`src/rtl/uart_pkg.sv`:
```
// Shared definitions for the serial port: FSM state encodings, SM modes,
// SCON bit positions and SFR addresses.
package uart_pkg;

  typedef enum logic [2:0] {
    IDLE,
    START,
    DATA,
    B9,
    STOP
  } tx_state_e;

  typedef enum logic [1:0] {
    MODE0,
    MODE1,
    MODE2,
    MODE3
  } sm_mode_e;

  localparam int unsigned SCON_SM_HI = 7;
  localparam int unsigned SCON_SM_LO = 6;
  localparam int unsigned SCON_SM2   = 5;
  localparam int unsigned SCON_REN   = 4;
  localparam int unsigned SCON_TB8   = 3;
  localparam int unsigned SCON_RB8   = 2;

  localparam logic [7:0] SCON_ADDR = 8'h98;
  localparam logic [7:0] SBUF_ADDR = 8'h99;

  function automatic logic has_ninth_bit(input sm_mode_e mode);
    return (mode == MODE2) || (mode == MODE3);
  endfunction

  function automatic logic even_parity(input logic [7:0] data);
    return ^data;
  endfunction

endpackage

```
`src/rtl/uart_tx_bitgen.sv`:
```
// Oversampling tick counter: bit boundary strobe and mode-0 shift clock
// (shift clock reflects the count the register will hold after this edge).
module uart_tx_bitgen #(
  parameter int unsigned OVS = 16
) (
  input  logic clk,
  input  logic rst_n,
  input  logic run,
  input  logic div_clk,
  output logic bit_end,
  output logic sclk_next
);

  localparam int unsigned CW = $clog2(OVS);

  logic [CW-1:0] cnt_q, cnt_d;

  always_comb begin
    cnt_d = cnt_q;
    if (!run) begin
      cnt_d = '0;
    end else if (div_clk) begin
      cnt_d = cnt_q + CW'(1);
    end
  end

  always_ff @(posedge clk) begin
    if (!rst_n) begin
      cnt_q <= '0;
    end else begin
      cnt_q <= cnt_d;
    end
  end

  assign bit_end   = run && div_clk && (cnt_q == CW'(OVS - 1));
  assign sclk_next = cnt_d[CW-1];

endmodule

```
`src/rtl/uart_transmit.sv`:
```
// 8051 serial-port transmitter, modes 0-3, all outputs registered.
// UART_TX_AUTO_PARITY_EN: ninth bit in modes 2/3 is even parity instead of TB8.
module uart_transmit
  import uart_pkg::*;
#(
  parameter logic [7:0]  TBUF_ADDR = SBUF_ADDR,
  parameter int unsigned OVS       = 16
) (
  input  logic       clk,
  input  logic       rst_n,
  input  logic [7:0] ab,
  input  logic       wrn,
  input  logic [7:0] db_w,
  input  logic [7:0] scon,
  input  logic       div_clk,
  output logic       txd,
  output logic       rxd_o,
  output logic       rxd_oe,
  output logic       ti,
  output logic       busy,
  output logic       wr_drop
);

  tx_state_e  state_q, state_d;
  sm_mode_e   mode_q, mode_d;
  logic [7:0] sh_q, sh_d;
  logic [2:0] bit_cnt_q, bit_cnt_d;
  logic       nine_q, nine_d;
  logic       wrn_dly_q, wrn_dly_d;
  logic       txd_q, txd_d;
  logic       rxd_o_q, rxd_o_d;
  logic       rxd_oe_q, rxd_oe_d;
  logic       ti_q, ti_d;
  logic       busy_q, busy_d;
  logic       wr_drop_q, wr_drop_d;

  logic wr_req;
  logic bit_end;
  logic sclk_next;
  logic load_nine;

`ifdef UART_TX_AUTO_PARITY_EN
  logic unused_scon;
  assign unused_scon = ^{scon[5:0]};
  assign load_nine   = even_parity(db_w);
`else
  logic unused_scon;
  assign unused_scon = ^{scon[5:4], scon[2:0]};
  assign load_nine   = scon[SCON_TB8];
`endif

  uart_tx_bitgen #(
    .OVS (OVS)
  ) u_bitgen (
    .clk       (clk),
    .rst_n     (rst_n),
    .run       (busy_q),
    .div_clk   (div_clk),
    .bit_end   (bit_end),
    .sclk_next (sclk_next)
  );

  assign wr_req = (ab == TBUF_ADDR) && !wrn && wrn_dly_q;

  // STOP doubles as the one-clk ti cycle: async modes reach it after the stop
  // bit time, mode 0 jumps there straight from the last data bit.
  always_comb begin
    state_d   = state_q;
    mode_d    = mode_q;
    sh_d      = sh_q;
    bit_cnt_d = bit_cnt_q;
    nine_d    = nine_q;
    busy_d    = busy_q;
    ti_d      = 1'b0;
    wrn_dly_d = wrn;
    wr_drop_d = wr_req && busy_q;

    unique case (state_q)
      IDLE: begin
        if (wr_req) begin
          sh_d      = db_w;
          mode_d    = sm_mode_e'(scon[SCON_SM_HI:SCON_SM_LO]);
          nine_d    = load_nine;
          bit_cnt_d = '0;
          busy_d    = 1'b1;
          state_d   = (mode_d == MODE0) ? DATA : START;
        end
      end
      START: begin
        if (bit_end) state_d = DATA;
      end
      DATA: begin
        if (bit_end) begin
          sh_d      = {1'b1, sh_q[7:1]};
          bit_cnt_d = bit_cnt_q + 3'd1;
          if (bit_cnt_q == 3'd7) begin
            if (mode_q == MODE0) begin
              state_d = STOP;
              ti_d    = 1'b1;
            end else begin
              state_d = has_ninth_bit(mode_q) ? B9 : STOP;
            end
          end
        end
      end
      B9: begin
        if (bit_end) state_d = STOP;
      end
      STOP: begin
        if (ti_q) begin
          state_d = IDLE;
          busy_d  = 1'b0;
        end else if (bit_end) begin
          ti_d = 1'b1;
        end
      end
      default: state_d = IDLE;
    endcase

    rxd_oe_d = (state_d == DATA) && (mode_d == MODE0);
    rxd_o_d  = rxd_oe_d ? sh_d[0] : 1'b1;
    unique case (state_d)
      START:   txd_d = 1'b0;
      DATA:    txd_d = (mode_d == MODE0) ? sclk_next : sh_d[0];
      B9:      txd_d = nine_d;
      default: txd_d = 1'b1;
    endcase
  end

  always_ff @(posedge clk) begin
    if (!rst_n) begin
      state_q   <= IDLE;
      mode_q    <= MODE0;
      sh_q      <= '0;
      bit_cnt_q <= '0;
      nine_q    <= 1'b0;
      wrn_dly_q <= 1'b1;
      txd_q     <= 1'b1;
      rxd_o_q   <= 1'b1;
      rxd_oe_q  <= 1'b0;
      ti_q      <= 1'b0;
      busy_q    <= 1'b0;
      wr_drop_q <= 1'b0;
    end else begin
      state_q   <= state_d;
      mode_q    <= mode_d;
      sh_q      <= sh_d;
      bit_cnt_q <= bit_cnt_d;
      nine_q    <= nine_d;
      wrn_dly_q <= wrn_dly_d;
      txd_q     <= txd_d;
      rxd_o_q   <= rxd_o_d;
      rxd_oe_q  <= rxd_oe_d;
      ti_q      <= ti_d;
      busy_q    <= busy_d;
      wr_drop_q <= wr_drop_d;
    end
  end

  assign txd     = txd_q;
  assign rxd_o   = rxd_o_q;
  assign rxd_oe  = rxd_oe_q;
  assign ti      = ti_q;
  assign busy    = busy_q;
  assign wr_drop = wr_drop_q;

endmodule

```
`config.mk`:
```
export PLATFORM = sky130hd
export DESIGN_NAME = uart_transmit
export DESIGN_NICKNAME = d
export VERILOG_FILES = /design/src/rtl/uart_pkg.sv /design/src/rtl/uart_tx_bitgen.sv /design/src/rtl/uart_transmit.sv
export SDC_FILE = /design/constraint.sdc
export NUM_CORES = 1
export LEC_CHECK = 0
export CAP_MARGIN = 5
export CORE_ASPECT_RATIO = 0.7
export CORE_MARGIN = 3
export CORE_UTILIZATION = 51
export CTS_CLUSTER_SIZE = 20
export DETAILED_ROUTE_END_ITERATION = 10
export HOLD_SLACK_MARGIN = 0.02
export PLACE_DENSITY = 0.94
export SYNTH_ARGS = -nofsm -noshare
export SYNTH_HDL_FRONTEND = slang
export SYNTH_SLANG_ARGS = --single-unit
```
`constraint.sdc`:
```
create_clock -name clk -period 4.15 [get_ports clk]
set_clock_uncertainty 0.1 [all_clocks]
set_input_delay 0.83 -clock clk [delete_from_list [all_inputs] [get_ports clk]]
set_output_delay 0.83 -clock clk [all_outputs]
set_load 0.03 [all_outputs]
```
Yosys cells after proc, flatten, opt, wreduce, memory -nomap -nowiden:

Index checks and enable logic that the tools add are counted.

* flip-flop bits (word level): 28
* word-level logic and storage cells: 83
* input bits: 28

* mux-type cells: 33
* equal/unequal tests: 15
* reductions and logical operators: 18
* $add $sub $neg: 2

Operator list (count)
* $mux 3: 10
* $mux 8: 2
* $pmux 8 s2: 1
* $pmux 3 s5: 1
* $eq 3x2->1 const B: 4
* $mux 1: 10
* $eq 8x8->1 const B: 1
* $mux 4: 2
* $eq 3x1->1 const B: 2
* $eq 3x3->1 const B: 2
* $logic_and 1x1->1: 6
* $logic_not 2->1: 3
* $mux 2: 3
* $ne 2x2->1 const B: 3
* $pmux 3 s2: 1
* $reduce_and 3->1: 2
* $add 4x1->4 const B: 1
* $eq 2x2->1 const B: 2
* $eq 4x4->1 const B: 1
* $pmux 1 s2: 2
* $reduce_and 2->1: 2
* $reduce_bool 2->1: 2
* $add 3x1->3 const B: 1
* $logic_not 3->1: 1
* other kinds (3): 3

Longest topological paths before layout:

* word-level depth: 10
* mapped depth: 7
* gate-level depth less buffers: 7

Cells and area by module:

From an unflattened synthesis, not the netlist that was laid out.

* cells, all modules: 161
* area, all modules: 1478.9 um^2

By module, submodules not included
* uart_transmit: area each 1255.0 um^2, instances 1, cells an instance 137
* uart_tx_bitgen: area each 224.0 um^2, instances 1, cells an instance 24

Least setup slack after synthesis:

OpenSTA, ideal clock, no wires.

* kind: input port to flip-flop
* start point: input port ab[1]
* end point: register txd_q (netlist: txd)
* buffers on the path: 0
* data required time: 3.973 ns
* arrival time: 2.458 ns
* stages: 5
* setup time: 0.077 ns
* path slack: 1.515 ns
* cells stage by stage: or4bb_1 > nor4_4 > mux2_4 > o21bai_1 > a41oi_2

* word-level cells in the longest chain between the ends: 8

RTL lines
* start: declaration: line uart_transmit.sv:11 `input logic [7:0] ab,`
* $eq 8x8->1 *: line uart_transmit.sv:63 `assign wr_req = (ab == TBUF_ADDR) && !wrn && wrn_dly_q;`
* $logic_and 1x1->1 * (2 in a row): line uart_transmit.sv:63
* parallel branches: the longest is 4 deep, another holds $pmux 3 s5
* $pmux 1 s3 *: line uart_transmit.sv:122 `unique case (state_d)`
* end signal: assignment: line uart_transmit.sv:151 `txd_q <= txd_d;`
* end: declaration: line uart_transmit.sv:30 `logic txd_q, txd_d;`

Mark *: on every way between the ends. The select of a mux whose other input is x is not followed.
A chain may end at the register's enable or synchronous reset.

Final worst setup path:

* start point: input port ab[3]
* end point: register txd_q (netlist: txd)

The elaborated chain is that of the path after synthesis.

==> out/qor.yml <==
worstReg2RegEnd: "txd"
cap_violations: 0
h-tree-depth: 1
cts_hold_buf: 0
avgRoutedWirePerCell_um: 14.9
avgSynthCellArea_sq_um: 9.54
hp-class: "reg -> reg"
hp-start: "sh_q[6]"
placed_area_sq_um: 1660
worstSetupPathType: "in -> reg"
min_to: "sh_q[6]"
clockBufferDepth: 2
ys.warnings.count: 0
path_max_fanout: 7
drt_iter0_drc: 84
ys_seq_area_share_pct: 41.7
diodes: 0
area_delta_synth_final_pct: 26.4
numClockSinks: 28
grt_pass1_wl_um: 4830
ir_worst_vdd_v: 0.000212
drv_slew: 0
cts_setup_buffers: 0
die_h_um: 49.0
required_ns: 4.20
placeableCoreArea_sq_um: 2310
grt_start_max_net_pins: 24
insertion_delay_ns: 0.27
antenna_found_initial: 0
cp-start-kind: "primary input"
cts_tree: "done"
fmax_ghz: 0.342
clk_pin_slew_ns: 0.08
hpwl_um: 2310
final_antenna_net_count: 0
cellPowerDensity_nw_per_um2: 262
ys_ff_latch: 28
ys_types: 46
nNetsFinal: 202
netlist_area_sq_um: 1350
reg2reg_from: "state_q[0]"
drc: 0
slew-limit-headroom_pct: 55.9
tightest_slew_ns: 0.660
fp-row-count: 14
fp.dieW_um: 67.4
post-route-period-util_pct: 70.4
dieArea_sq_um: 3300
finalHoldViolCount: 0
grt.overflow.total: 0
reg2reg_depth: 6
status: "finished clean"
grt_usage_pct: 19.1
initial_core_util_pct: 58.2
power.leakage_uw: 0.000588
num_vias: 1141
final_area_sq_um: 1700
setup_violations: 0
syn_nets: 172
synthCells: 141
rrSetupSlack_ns: 1.90
grt_pass1_vias: 1049
whs_path_depth: 2
io_pins: 34
drt_first_pass_iters: 4
arrival_ns: 2.97
ctsResizeCount: 0
cts_buffers: 3
layout_common_cells: "28 x dfxtp_1, 28 x clkdlybuf4s50_1, 11 x nor2_1"
cp-end-kind: "flop"
setup_tns_ns: 0
gp_congestion: 0.920
async_flop_share_pct: 0
fin_crit_ns: 2.92
cts_root_buffer: "clkbuf_8"
port_buffers: 28
vias_per_cell: 5.68
drive_gt1_share_pct: 8.88
synthFlopType: "dfxtp_1"
wl_um: 3000
rsz0062_at_grt: "false"
synth_edf_count: 0
## cell usage after synthesis (2+ instances only)
cell      instances  share of area (%)
clkbuf_1          3               0.84
o21bai_1          2                1.1
o21a_1            3                1.7
a22oi_1           7                3.9
nand2_1          10                2.8
nor2_1           11                3.1
nand3_1           3                1.1
nor4_1            2               0.93
nor2b_1           8                3.7
ha_1              3                2.8
nor3b_1           3                1.7
and3_1            3                1.4
mux2i_1           5                3.7
a21boi_0          6                3.3
xnor2_1           2                1.3
nand2b_1          6                2.8
a21oi_1           5                1.9
nor3_1            3                1.1
dfxtp_1          28                 42
inv_1             2               0.56
## per-layer routing
layer / share of wire (%) / up-vias / wire length, um / GRT usage, %
li1: - / 570 / - / -
met1: 41 / 514 / 1240 / 24.0
met2: 48 / 50 / 1430 / 31.3
met3: 9.8 / 7 / 294 / 5.99
met4: 1.1 / 0 / 33 / 5.05
met5: 0 / - / 0 / 0
## worst max path at each step
stage          start  end  slack, ns  depth (start not counted)
2_1_floorplan  ab[1]  txd       1.52                          5
3_3_place_gp   ab[3]  txd       0.98                          7
3_5_place_dp   ab[3]  txd       0.92                          7
4_1_cts        ab[3]  txd       1.23                          7
5_1_grt        ab[3]  txd       1.15                          7
6_report       ab[3]  txd       1.23                          7
## power breakdown
| part | internal [uW] | total [uW] | leakage [uW] | switching (uW) |
|---|---|---|---|---|
| clock network | 65.2 | 144 | 0.0000216 | 78.9 |
| logic | 22.7 | 32.4 | 0.000341 | 9.73 |
| registers | 269 | 269 | 0.000226 | 0.254 |
| total | 357 | 446 | 0.000588 | 88.9 |
## worst max-delay path: stages
cell and delay, ns:
clkdlybuf4s50_1 0.45, or4bb_1 0.58, nor4_4 0.41, buf_4 0.24, and3_1 0.19, o21bai_1 0.15
a41oi_2 0.12
## stage by stage
step	total power, uW	utilization [%]	hold WS, ns	std cells	setup WS (ns)
2_1_floorplan	285	-	0.340	141	1.52
3_3_place_gp	307	71.8	0.351	198	0.976
3_5_place_dp	308	71.8	0.363	198	0.923
4_1_cts	451	73.5	0.375	201	1.23
5_1_grt	466	73.5	0.395	201	1.15
6_report	446	73.5	0.373	201	1.23
## sequential cells by signal, summed over array words and instances, names as in the netlist
| name | count |
|---|---|
| bit_cnt_q | 3 |
| busy | 1 |
| mode_q | 2 |
| nine_q | 1 |
| rxd_o | 1 |
| rxd_oe | 1 |
| sh_q | 8 |
| state_q | 3 |
| ti | 1 |
| txd | 1 |
| u_bitgen.cnt_q | 4 |
| wr_drop | 1 |
| wrn_dly_q | 1 |
## cell families after synthesis
family	share of synthesized area, %
AND/OR/NAND/NOR	26.2
XOR/XNOR	1.95
multiplexers	5.67
buffers and inverters	3.16
flip-flops	41.7
AO/OA/AOI/OAI	18.5
adder cells (fa/ha/maj)	2.79
## layout make-up
cell class                      count  area (sq um)
Clock buffer                        3          41.3
Sequential cell                    28           561
Tap cell                           32          40.0
Multi-Input combinational cell    105           748
Inverter                            2          7.51
Fill cell                         172           612
Timing Repair Buffer               31           303
No activity file was read; power rests on OpenSTA's default activity.
